--- src/rtl/cdc_4phase_src.sv ---
// Source end of a 4-phase req/ack CDC handshake.
// Flop-only req/data toward the destination; ack is synchronized locally.
module cdc_4phase_src #(
    parameter int DataWidth  = 32,
    parameter int SyncStages = 2
) (
    input  logic                 clk_i,
    input  logic                 rst_i,
    input  logic                 valid_i,
    output logic                 ready_o,
    input  logic [DataWidth-1:0] data_i,
    output logic                 async_req_o,
    input  logic                 async_ack_i,
    output logic [DataWidth-1:0] async_data_o
);

    if (SyncStages < 2) begin : g_bad_sync
        $error("cdc_4phase_src: SyncStages must be >= 2");
    end

    typedef enum logic [1:0] {
        IDLE        = 2'd0,
        WAIT_ACK_HI = 2'd1,
        WAIT_ACK_LO = 2'd2
    } state_e;

    state_e                 state_q, state_d;
    logic                   ready_q, ready_d;
    logic                   req_q, req_d;
    logic [DataWidth-1:0]   data_q, data_d;
    logic [SyncStages-1:0]  sync_q;
    logic                   ack_s;

    assign ack_s = sync_q[SyncStages-1];

    always_ff @(posedge clk_i or posedge rst_i) begin
        if (rst_i) begin
            sync_q <= '0;
        end else begin
            sync_q <= {sync_q[SyncStages-2:0], async_ack_i};
        end
    end

    always_ff @(posedge clk_i or posedge rst_i) begin
        if (rst_i) begin
            state_q <= IDLE;
            ready_q <= 1'b0;
            req_q   <= 1'b0;
            data_q  <= '0;
        end else begin
            state_q <= state_d;
            ready_q <= ready_d;
            req_q   <= req_d;
            data_q  <= data_d;
        end
    end

    always_comb begin
        state_d = state_q;
        ready_d = ready_q;
        req_d   = req_q;
        data_d  = data_q;
        case (state_q)
            IDLE: begin
                // ready is low only for the first cycle after reset
                if (!ready_q) begin
                    ready_d = 1'b1;
                end else if (valid_i) begin
                    data_d  = data_i;
                    req_d   = 1'b1;
                    ready_d = 1'b0;
                    state_d = WAIT_ACK_HI;
                end
            end
            WAIT_ACK_HI: begin
                if (ack_s) begin
                    req_d   = 1'b0;
                    state_d = WAIT_ACK_LO;
                end
            end
            WAIT_ACK_LO: begin
                if (!ack_s) begin
                    ready_d = 1'b1;
                    state_d = IDLE;
                end
            end
            default: begin
                state_d = IDLE;
                req_d   = 1'b0;
                ready_d = 1'b0;
            end
        endcase
    end

    assign ready_o      = ready_q;
    assign async_req_o  = req_q;
    assign async_data_o = data_q;

endmodule
--- config.mk ---
export PLATFORM = sky130hd
export DESIGN_NAME = cdc_4phase_src
export DESIGN_NICKNAME = d
export VERILOG_FILES = /design/src/rtl/cdc_4phase_src.sv
export SDC_FILE = /design/constraint.sdc
export NUM_CORES = 1
export LEC_CHECK = 0
export CAP_MARGIN = 20
export CELL_PAD_IN_SITES_DETAIL_PLACEMENT = 1
export CELL_PAD_IN_SITES_GLOBAL_PLACEMENT = 1
export CORE_MARGIN = 5
export CORE_UTILIZATION = 30
export CTS_CLUSTER_DIAMETER = 60
export DETAILED_ROUTE_END_ITERATION = 8
export PLACE_DENSITY = 0.73
export SYNTH_ARGS = -nofsm -noshare
export SYNTH_HDL_FRONTEND = slang
export SYNTH_SLANG_ARGS = --single-unit
--- constraint.sdc ---
create_clock -name clk_i -period 1.4 [get_ports clk_i]
set_input_delay 0.28 -clock clk_i [delete_from_list [all_inputs] [get_ports clk_i]]
set_output_delay 0.28 -clock clk_i [all_outputs]
set_load 0.05 [all_outputs]
==> impl_metrics.ini <==
[clocking]
clock-sinks = 38
cts_made_buffers = 5
hold_buffers = 0
cts_tree = built
cts_max_level = 2
clock-root-buffer = clkbuf_8
clock_latency_ns = 0.29
cts.clk_slew.worst_paths_ns = 0.08
cts_buffer_depth = 2

[die]
start_util_pct = 31.06
rows = 26
die_h_um = 82.72
io_pins = 70
die_area_um2 = 6843
die_w_um = 82.72
core_um2 = 5107

[global_routing]
grt_max_degree = 39
grt_pass1_wl_um = 7403
track_usage_pct = 15.10
grt-ovfl-total = 0
antenna_found_initial = 0
first_global_vias = 1365

[placement]
routabilityCongestion = 0.6397
place_inst = 227
io_buffers = 69
dpl.hpwl_um = 3226

[synthesis]
synth_area_leaders = dfrtp_1, mux2_4, buf_12, mux2_2, nor4bb_2
ys_ff_latch = 38
async_flop_share_pct = 100.0
yosys-top-cells-count = dfrtp_1, mux2_4, mux2_2
synth_top_family_by_area = multiplexers
synth-simple-area-share_pct = 4.101
syn_nets = 123
seq_area_frac_synth_pct = 59.94
ys_warn_count = 0
ys.flop_type = dfrtp_1
muxShareOfSynthArea_pct = 29.34
syn-mean-instance-area_um2 = 18.24
yosysMostFrequentCell = dfrtp_1
synth_compound_area_share_pct = 1.341
synth_edf_count = 0
netlist-cell-type-count = 18
synthXorXnorAreaFrac_pct = 0.5521
syn_area_um2 = 1587
syn-instance-count = 87
synth_top_area_cell = dfrtp_1
synth_top_area_share_pct = 59.94
synthAdderAreaFrac_pct = 0

[power]
p_sw_share_pct = 40.10
power.share.clock_pct = 10.1
vdd_drop_max_uv = 1244
power_frac_seq_pct = 24.6
p_leak_uw = 0.001376
p_total_uw = 9171
combPwrFrac_pct = 65.3
p_sw_uw = 3678
p_int_uw = 5493
power_density_nw_per_um2 = 3036

[sta]
fin_crit_sh_pct = 111.5
hold_violations = 0
fmax_mhz = 640.7
maxSlewViolCount = 0
period_needed_ns = 1.561
setup_slack_ns = -0.1609
worst_pin_slew_ns = 0.2180
grt_setup_unrepaired = true
slew_headroom_pct = 85.47
skew_ns = 0.003539
setup_viol = 32

[status]
status = complete, but fails checks
violations = setup timing

[final_layout]
layout.nets = 212
fillers = 476
antenna_cells = 0
utilization_pct = 59.14
layout-drive-gt1-share_pct = 53.11
area_growth_pct = 90.38
final_cells = 247

[routing]
drt-total-wl_um = 4688
drc = 0
viasPerCell = 4.368
wire_per_inst_um = 18.98
dr_total_vias = 1079
ant_nets = 0
first_pass_iters = 2
drt-initial-drc-count = 20

[setup_path]
critPathKind = flop to flop
arrival_ns = 1.74
critPathRequiredTime_ns = 1.58
worst_setup_path_end_kind = flop
crit_path_max_fanout = 5
worst_setup_path_start_kind = flop

[job]
maxCapViolations = 0

[hold_path]
hp-class = input pin to asynchronous set/reset pin
==> cell type report <==
cell class                      instances  area [um^2]  share of cell area (%)
Clock inverter                          3        40.04                   1.326
Clock buffer                            5        68.82                   2.278
Multi-Input combinational cell         44        584.3                   19.35
Inverter                                1        3.754                  0.1243
Timing Repair Buffer                   86         1284                   42.50
Sequential cell                        38        952.2                   31.52
Tap cell                               70        87.58                   2.900
==> state kept, by name, summed over array words and instances, names as in the netlist <==
| name | count |
|---|---|
| async_req_o | 1 |
| state_q | 2 |
| async_data_o | 32 |
| ready_o | 1 |
| sync_q | 2 |
==> metal layers <==
| layer | GRT usage, % | part of all wire, % | up-vias |
|---|---|---|---|
| met4 | 3.431 | 0.49 | 0 |
| met1 | 15.53 | 39 | 549 |
| met5 | 0 | 0 | - |
| met2 | 27.88 | 52 | 47 |
| met3 | 6.833 | 8.7 | 4 |
| li1 | - | - | 479 |
==> metrics by stage <==
stage                     TNS (ns)  setup WS, ns  cell area [um^2]  hold WS, ns
after global routing        -6.202       -0.2259              3020       0.3815
after global placement      -14.33       -0.4680              2706       0.3370
final                       -4.096       -0.1609              3020       0.3613
after CTS                   -3.798       -0.1464              2993       0.3565
after floorplan             -3.009       -0.1087              1597       0.3114
after detailed placement    -16.72       -0.5504              2706       0.3489
==> power groups by stage <==
stage	sequential, uW	clock [uW]	combinational (uW)
after global placement	2220	0	5400
after detailed placement	2270	0	5530
after CTS	2270	947	6000
after global routing	2320	1010	6210
final	2260	922	5990
after floorplan	3720	0	1320
==> critical path, stage by stage, from the launching register on <==
cell       delay (ns)
dfrtp_1          0.42
nor4bb_4         0.30
buf_6            0.17
buf_6            0.12
clkbuf_16        0.14
mux2_4           0.29
==> repair_timing <==
item	CTS	global route
buffers inserted	6	2
endpoints found under the hold margin	0	0
pin swaps	0	1
resized for setup	9	3
gates cloned	4	1
endpoints found under the setup margin	32	33
==> cells by family after synthesis <==
| kind of cell | after synthesis |
|---|---|
| buf+inv | 5 |
| xor+xnor | 1 |
| simple gates | 8 |
| flops | 38 |
| compound gates | 3 |
| mux | 32 |
==> layout by cell type, fill, tap and decap left out, drive strengths merged <==
| cell type | Yosys | layout |
|---|---|---|
| a211o | 1 | 1 |
| a211oi | 1 | 1 |
| a21oi | 1 | 1 |
| and2 | 1 | 1 |
| and2b | 1 | 1 |
| and3b | 1 | 1 |
| buf | 4 | 50 |
| bufinv | 0 | 1 |
| clkbuf | 0 | 6 |
| clkdlybuf4s50 | 0 | 34 |
| clkinv | 0 | 2 |
| dfrtp | 38 | 38 |
| dlygate4sd2 | 0 | 1 |
| inv | 1 | 1 |
| mux2 | 32 | 32 |
| nand2b | 1 | 1 |
| nand3b | 1 | 1 |
| nor2 | 1 | 1 |
| nor4bb | 1 | 1 |
| or2b | 1 | 1 |
| xor2 | 1 | 1 |
==> final timing paths <==
| check | from | to | slack, ns | cells past startpoint |
|---|---|---|---|---|
| worst max-delay path | state_q[1]$_DFFE_PP0P_ | async_data_o[29]$_DFFE_PP0P_ | -0.16 | 5 |
| worst min-delay path | rst_i | async_req_o$_DFFE_PP0P_ | 0.36 | 3 |
| worst max register to register | state_q[1]$_DFFE_PP0P_ | async_data_o[29]$_DFFE_PP0P_ | -0.16 | 5 |
| worst min register to register | sync_q[0]$_DFF_PP0_ | sync_q[1]$_DFF_PP0_ | 0.36 | 0 |
| max in group asynchronous | rst_i | ready_o$_DFFE_PP0P_ | 0.83 | 3 |
| min in group clk_i | sync_q[0]$_DFF_PP0_ | sync_q[1]$_DFF_PP0_ | 0.36 | 0 |
No activity file was read; power rests on OpenSTA's default activity.
